`src/rtl/seq_divider_nbits.sv`:
```
// Sequential restoring divider: one quotient bit per clock, registered Q/R.
// Optional signed divide is enabled by defining SEQ_DIVIDER_SIGNED_EN.
module seq_divider_nbits #(
    parameter int bits = 32
) (
    input  logic            clk,
    input  logic            rst_n,
    input  logic            start,
    input  logic            signed_op,
    input  logic [bits-1:0] A,
    input  logic [bits-1:0] B,
    output logic [bits-1:0] Q,
    output logic [bits-1:0] R,
    output logic            busy,
    output logic            done,
    output logic            div_zero
);

    localparam int CW = $clog2(bits);

    typedef enum logic [1:0] {
        IDLE,
        CALC,
        DONE
    } state_t;

    state_t state, state_nx;

    logic [bits-1:0] rem_q, quo_q, dvs_q;
    logic [CW-1:0]   cnt_q;
    logic            neg_q_q, neg_r_q;

    logic            sa, sb;
    logic [bits-1:0] a_mag, b_mag;
    logic [bits:0]   trial;
    logic [bits+1:0] sub;
    logic            no_borrow;
    logic [bits-1:0] rem_nx, quo_nx, q_fin, r_fin;
    logic            last;
    logic            unused_ok;

`ifdef SEQ_DIVIDER_SIGNED_EN
    assign sa = signed_op & A[bits-1];
    assign sb = signed_op & B[bits-1];
`else
    assign sa = 1'b0;
    assign sb = 1'b0;
`endif

    // Magnitudes at load; the most-negative value maps onto itself, which is
    // already its correct unsigned magnitude.
    assign a_mag = sa ? (~A + bits'(1)) : A;
    assign b_mag = sb ? (~B + bits'(1)) : B;

    // Trial subtract in A + ~B + 1 form; the carry out is the inverted borrow.
    assign trial     = {rem_q, quo_q[bits-1]};
    assign sub       = {1'b0, trial} + {1'b0, ~{1'b0, dvs_q}} + (bits+2)'(1);
    assign no_borrow = sub[bits+1];
    assign rem_nx    = no_borrow ? sub[bits-1:0] : trial[bits-1:0];
    assign quo_nx    = {quo_q[bits-2:0], no_borrow};
    assign q_fin     = neg_q_q ? (~quo_nx + bits'(1)) : quo_nx;
    assign r_fin     = neg_r_q ? (~rem_nx + bits'(1)) : rem_nx;
    assign last      = (cnt_q == CW'(bits-1));
    assign unused_ok = ^{sub[bits], signed_op};

    always_ff @(posedge clk or negedge rst_n) begin
        if (!rst_n) state <= IDLE;
        else        state <= state_nx;
    end

    always_comb begin
        state_nx = state;
        busy     = 1'b0;
        done     = 1'b0;
        case (state)
            IDLE: begin
                if (start) state_nx = (B == '0) ? DONE : CALC;
            end
            CALC: begin
                busy = 1'b1;
                if (last) state_nx = DONE;
            end
            DONE: begin
                busy     = 1'b1;
                done     = 1'b1;
                state_nx = IDLE;
            end
            default: state_nx = IDLE;
        endcase
    end

    always_ff @(posedge clk or negedge rst_n) begin
        if (!rst_n) begin
            rem_q    <= '0;
            quo_q    <= '0;
            dvs_q    <= '0;
            cnt_q    <= '0;
            neg_q_q  <= 1'b0;
            neg_r_q  <= 1'b0;
            Q        <= '0;
            R        <= '0;
            div_zero <= 1'b0;
        end else begin
            case (state)
                IDLE: begin
                    if (start) begin
                        rem_q   <= '0;
                        quo_q   <= a_mag;
                        dvs_q   <= b_mag;
                        cnt_q   <= '0;
                        neg_q_q <= sa ^ sb;
                        neg_r_q <= sa;
                        // Divide by zero skips CALC, so results land here.
                        if (B == '0) begin
                            Q        <= '1;
                            R        <= A;
                            div_zero <= 1'b1;
                        end
                    end
                end
                CALC: begin
                    rem_q <= rem_nx;
                    quo_q <= quo_nx;
                    cnt_q <= cnt_q + CW'(1);
                    if (last) begin
                        Q        <= q_fin;
                        R        <= r_fin;
                        div_zero <= 1'b0;
                    end
                end
                default: ;
            endcase
        end
    end

endmodule

```
`config.mk`:
```
export PLATFORM = sky130hd
export DESIGN_NAME = seq_divider_nbits
export DESIGN_NICKNAME = d
export VERILOG_FILES = /design/src/rtl/seq_divider_nbits.sv
export SDC_FILE = /design/constraint.sdc
export NUM_CORES = 1
export LEC_CHECK = 0
export BUFFER_PORTS_ARGS = -buffer_cell sky130_fd_sc_hd__buf_2
export CAP_MARGIN = 20
export CORE_MARGIN = 4
export CORE_UTILIZATION = 30
export CTS_BUF_LIST = sky130_fd_sc_hd__clkbuf_16
export CTS_CLUSTER_SIZE = 10
export DETAILED_ROUTE_END_ITERATION = 16
export PLACE_DENSITY = 0.54
export SETUP_SLACK_MARGIN = 0.3
export SLEW_MARGIN = 0
export SYNTH_ARGS = -nofsm -noshare
export SYNTH_HDL_FRONTEND = slang
export SYNTH_SLANG_ARGS = --single-unit
export TNS_END_PERCENT = 1
```
`constraint.sdc`:
```
create_clock -name clk -period 3.4 [get_ports clk]
set_input_delay 0.34 -clock clk [delete_from_list [all_inputs] [get_ports clk]]
set_output_delay 0.34 -clock clk [all_outputs]
set_load 0.005 [all_outputs]
```
After elaboration in Yosys (flattened, before gate mapping)
Cells that the tools add are included.
Widths: inputs -> output; s select.
{ "totals": {"input_bits": 68, "elab_cells": 51, "reg_bits": 168, "out_inout_bits": 67} }
{ "op_classes": {"reduce_logical": 8, "n_addsub": 3, "bitwise": 1, "eq_ne": 6, "muxes": 25} }
{ "op_table": {"columns": ["op", "count"], "rows": [
  ["$mux 32", 9],
  ["$pmux 32 s2", 4],
  ["$add 33x33->34", 1],
  ["$add 34x1->34 const B", 1],
  ["$not 32->33", 1],
  ["$logic_not 32->1", 1],
  ["$pmux 5 s2", 1],
  ["$mux 2", 3],
  ["$ne 2x2->1 const B", 3],
  ["$reduce_and 2->1", 3],
  ["$add 5x1->5 const B", 1],
  ["$eq 5x5->1 const B", 1],
  ["$mux 1", 5],
  ["$mux 5", 1],
  ["$pmux 2 s2", 1],
  ["$reduce_and 4->1", 1],
  ["$eq 2x1->1 const B", 1],
  ["$eq 2x2->1 const B", 1],
  ["$logic_not 2->1", 1],
  ["$pmux 1 s2", 1],
  ["$reduce_bool 2->1", 1],
  ["$reduce_or 2->1", 1]
]} }

Logic depth before layout (Yosys ltp)
{ "logic_depth": {"word_depth": 6, "ltp_mapped": 13, "depth_no_buf": 12} }

Worst setup path before layout
No wires, ideal clock.
{ "synth_timing": {"path_kind": "register to register", "from": "register quo_q[31]", "to": "register R[26]", "arrival_ns": 2.822, "setup_slack_ns": 0.498, "required_ns": 3.320, "path_buffers": 0, "setup_ns": 0.080, "stages_incl_launch_ff": 13, "synth_period_minus_slack_ns": 2.902, "cell_sequence": "dfrtp_1 -> inv_1 -> ha_1 -> inv_1 -> fa_1 -> a21o_1 -> and4_4 -> or2_4 -> a221oi_2 -> a21oi_2 -> mux2_1 -> o31a_4 -> o211ai_2"} }
{ "synth_between": {"elab_chain_len": 5} }
{ "synth_lines": {"columns": ["element", "line_no", "rtl"], "rows": [
  ["start, declared", "29", "logic [bits-1:0] rem_q, quo_q, dvs_q;"],
  ["start signal, assigned", "108", "quo_q <= a_mag;"],
  ["start signal, assigned", "123", "quo_q <= quo_nx;"],
  ["$add 33x33->34", "57", "assign sub = {1'b0, trial} + {1'b0, ~{1'b0, dvs_q}} + (bits+2)'(1);"],
  ["$add 34x1->34", "57", null],
  ["$mux 32", "59", "assign rem_nx = no_borrow ? sub[bits-1:0] : trial[bits-1:0];"],
  ["$mux 32", "125", "if (last) begin"],
  ["$pmux 32 s2", "104", "case (state)"],
  ["end signal, assigned", "127", "R <= r_fin;"],
  ["end, declared", "13", "output logic [bits-1:0] R,"]
]} }
No other way between the ends. The select of a mux whose other input is x is not followed.
A chain may end at the register's enable or synchronous reset.

Worst setup path in the final report
{ "layout_timing": {"from": "register rem_q[8]", "to": "register rem_q[20]"} }
{ "layout_between": {"elab_chain_len": 4} }
{ "layout_lines": {"columns": ["element", "line_no", "rtl"], "rows": [
  ["start, declared", "29", null],
  ["start signal, assigned", "122", "rem_q <= rem_nx;"],
  ["$add 33x33->34", "57", null],
  ["$add 34x1->34", "57", null],
  ["$mux 32", "59", null],
  ["$pmux 32 s2", "104", null]
]} }
No other way between the ends.

==> impl_metrics.csv <==
group,metric,value,unit
status,run_status,"complete, no violations",
clocking,cts-htree-levels,4,
route,drtIter0Drc,509,
pwr,vdd_drop_max,431,uV
die,die_h,185,um
synth,synth_compound_area_frac,0.188,
route,drt-total-wl,28.0,mm
clocking,clkSinkCount,168,
die,die_w,185,um
synth,synthCells,1048,
timing,final_max_slew_viol_count,0,
synth,synth_area,9430,um2
grt,antenna_found_initial,0,
synth,synth_top_family_by_area,"compound AO/OA/AOI/OAI gates",
synth,syn-num-nets,1154,
route,dr_total_vias,8087,
worst_setup_path,startpoint_type,"flip-flop",
worst_setup_path,crit_type,"reg -> reg",
final_layout,final_nets,1278,
route,first_pass_iters,5,
synth,synth-seq-cells,168,
grt,grt_usage,0.163,
pwr,power,13.0,mW
synth,synthXorXnorAreaFrac,0.0204,
worst_setup_path,worstPathCellList,"ha_1 > nand2_1 > o21ai_0 > nand3_1 > a31oi_1 > a21oi_1 > xor2_1 > o31a_4 > a21oi_2",
worst_setup_path,end_kind,"flip-flop",
route,drc,0,
flow_run,max_cap_violations,0,
place,dpl.hpwl,21.0,mm
final_layout,antenna_cells,0,
clocking,ctsLongestPathBuffers,2,
synth,synth.area.mux_share,0.0769,
timing,max_slew_margin,0.371,
timing,grt_setup_unrepaired,"true",
worst_setup_path,crit_required,3.76,ns
worst_setup_path,slowest_delay,0.54,ns
timing,tns,0,ns
die,core_area,30800,um2
final_layout,stdcell_count,1581,
final_layout,n_fill_cell,3174,
place,gp_congestion,0.870,
timing,fmax,0.321,GHz
synth,synth-edff-count,0,
clocking,cts-root-buf,"clkbuf_16",
timing,final.min_clock_period,3.11,ns
clocking,clk-insertion-delay-late,0.44,ns
clocking,clkSlewWorstSetupHoldPaths,0.07,ns
worst_setup_path,cp_max_fo,8,
worst_hold_path,min-delay-path-class,"in -> reg",
clocking,cts_tree,"done",
synth,syn_avg_cell_area,9.00,um2
grt,grt_pass1_wl,44.0,mm
grt,grt_pass1_vias,7726,
synth,yosysWarnings,0,
pwr,powerDensity,1160,nW/um2
pwr,leakagePower,5.16,nW
timing,setup_viol,0,
place,io_buffers,133,
final_layout,area_growth,19.4,%
route,postRouteAntennaNets,0,
timing,hold_viol,0,
route,wl_per_cell,17.7,um
worst_setup_path,cp_data_arrival_time,3.47,ns
synth,synth-simple-area-share,0.173,
die,ios,135,
worst_setup_path,crit_slowest_cell,"a31oi_1",
timing,fin_skew,0.0141,ns
place,dpl.cell_count,1543,
die,start_util,0.306,
synth,synth_cell_types,69,
grt,grt_start_max_net_pins,77,
clocking,cts_buffers,17,
synth,synth_seq_area_share,0.446,
synth,synthFlopType,"dfrtp_1",
timing,period_share,0.915,
final_layout,drive_above_1_share,0.224,
final_layout,utilization,0.365,
worst_setup_path,path_buf_inv,0,
grt,overflow,0,
die,die-area,34300,um2
synth,async_flop_share,1.00,
timing,worst_slew_pin_slew,0.943,ns
synth,synthAdderAreaFrac,0.0512,
route,viasPerCell,5.12,
die,row_count,64,
worst_setup_path,crit_family,"compound AO/OA/AOI/OAI gates",
-- kinds of logic (layout without fill, tap and decap cells) --
group           after synthesis  count (layout)
compound gates              270             270
xor+xnor                     22              22
fa+ha+maj                    38              38
buf+inv                     100             237
flops                       168             168
mux                          66              66
simple gates                384             384
-- registers in the layout (all words and copies together) (netlist names) --
| signal | count |
|---|---|
| Q | 32 |
| R | 32 |
| cnt_q | 5 |
| div_zero | 1 |
| dvs_q | 32 |
| quo_q | 32 |
| rem_q | 32 |
| state | 2 |
-- layout make-up --
cell class | instances | area, um2 | share of cell area
Sequential cell | 168 | 4200 | 0.373
Tap cell | 396 | 495 | 0.0440
Clock buffer | 17 | 425 | 0.0378
Inverter | 43 | 161 | 0.0143
Multi-Input combinational cell | 780 | 4860 | 0.431
Timing Repair Buffer | 162 | 942 | 0.0837
Clock inverter | 15 | 174 | 0.0154
-- synthesized netlist by cell type, drive strengths merged, types with 4 or more instances --
| master | count | share of area |
|---|---|---|
| inv | 42 | 0.017 |
| nand3 | 22 | 0.012 |
| a21o | 9 | 0.0072 |
| dfrtp | 168 | 0.45 |
| xor2 | 10 | 0.0093 |
| ha | 37 | 0.049 |
| xnor2 | 12 | 0.011 |
| o31ai | 11 | 0.010 |
| o211ai | 12 | 0.011 |
| a41oi | 4 | 0.0037 |
| nor2 | 94 | 0.037 |
| nor2b | 4 | 0.0027 |
| nand4 | 7 | 0.0046 |
| o21ai | 99 | 0.054 |
| buf | 17 | 0.012 |
| or3 | 9 | 0.0060 |
| o2111ai | 5 | 0.0046 |
| nor3 | 11 | 0.0064 |
| and3 | 8 | 0.0053 |
| a21oi | 39 | 0.023 |
| mux2 | 43 | 0.053 |
| clkbuf | 40 | 0.016 |
| or2 | 4 | 0.0029 |
| o21a | 9 | 0.0072 |
| a211oi | 7 | 0.0056 |
| nor4 | 9 | 0.0060 |
| mux2i | 23 | 0.024 |
| nand2 | 206 | 0.082 |
| a31oi | 52 | 0.037 |
| and2 | 6 | 0.0040 |
| a22o | 4 | 0.0037 |
-- worst reg2reg max path, stage by stage (launching register included) --
cell	delay [ns]
dfrtp_1	0.42
ha_1	0.45
nand2_1	0.07
o21ai_0	0.51
nand3_1	0.21
a31oi_1	0.54
a21oi_1	0.18
xor2_1	0.21
o31a_4	0.32
a21oi_2	0.13
-- cells in the final DEF (no fill, tap or decap), types with 24 or more instances in the layout --
cell type    n
a21oi_1     33
a31oi_1     48
buf_2      132
buf_4       24
dfrtp_1    168
ha_1        36
inv_1       41
mux2_2      39
nand2_1    206
nor2_1      93
o21ai_0     86
-- final timing paths --
path,from,endpoint,slack (ns),depth (start not counted)
worst max-delay path,rem_q[8],rem_q[20],0.29,9
worst min-delay path,B[28],dvs_q[28],0.15,2
worst max register to register,rem_q[8],rem_q[20],0.29,9
worst min register to register,Q[11],Q[11],0.46,2
max in group asynchronous,rst_n,rem_q[28],1.98,3
min in group asynchronous,rst_n,quo_q[16],0.48,2
-- what timing repair did --
| item | 4_1_cts | 5_1_grt |
|---|---|---|
| hold endpoints to repair | 65 | 0 |
| buffers inserted | 2 | 3 |
| cloned | 0 | 0 |
| gates resized for setup | 3 | 7 |
| pin swaps | 2 | 5 |
| setup endpoints to repair | 6 | 36 |
| hold buffers | 1 | 0 |
-- per-layer routing --
| metal | wire length, um | part of all wire | vias to the layer above | global-route usage |
|---|---|---|---|---|
| met5 | 0 | 0 | - | 0 |
| met4 | 380 | 0.014 | 0 | 0.0402 |
| met3 | 1210 | 0.043 | 24 | 0.0267 |
| met2 | 12200 | 0.44 | 190 | 0.247 |
| met1 | 14200 | 0.51 | 3914 | 0.243 |
| li1 | - | - | 3959 | - |
-- per-stage QoR --
step / cell area (um2) / worst slack [ns] / hold WS [ns]
final: 11300 / 0.289 / 0.149
after global routing: 11300 / 0.237 / 0.143
after CTS: 11200 / 0.279 / 0.129
after detailed placement: 10600 / 0.142 / 0.406
after global placement: 10600 / 0.186 / 0.399
after floorplan: 9430 / 0.498 / 0.0444
-- power breakdown --
part | total [mW] | leakage [nW] | internal, mW | switching (mW)
registers | 3.66 | 2.02 | 2.99 | 0.676
clock network | 2.00 | 0.285 | 1.05 | 0.950
logic | 7.35 | 2.85 | 2.93 | 4.42
total | 13.0 | 5.16 | 6.97 | 6.05
Power figures use the tool's default switching activity.
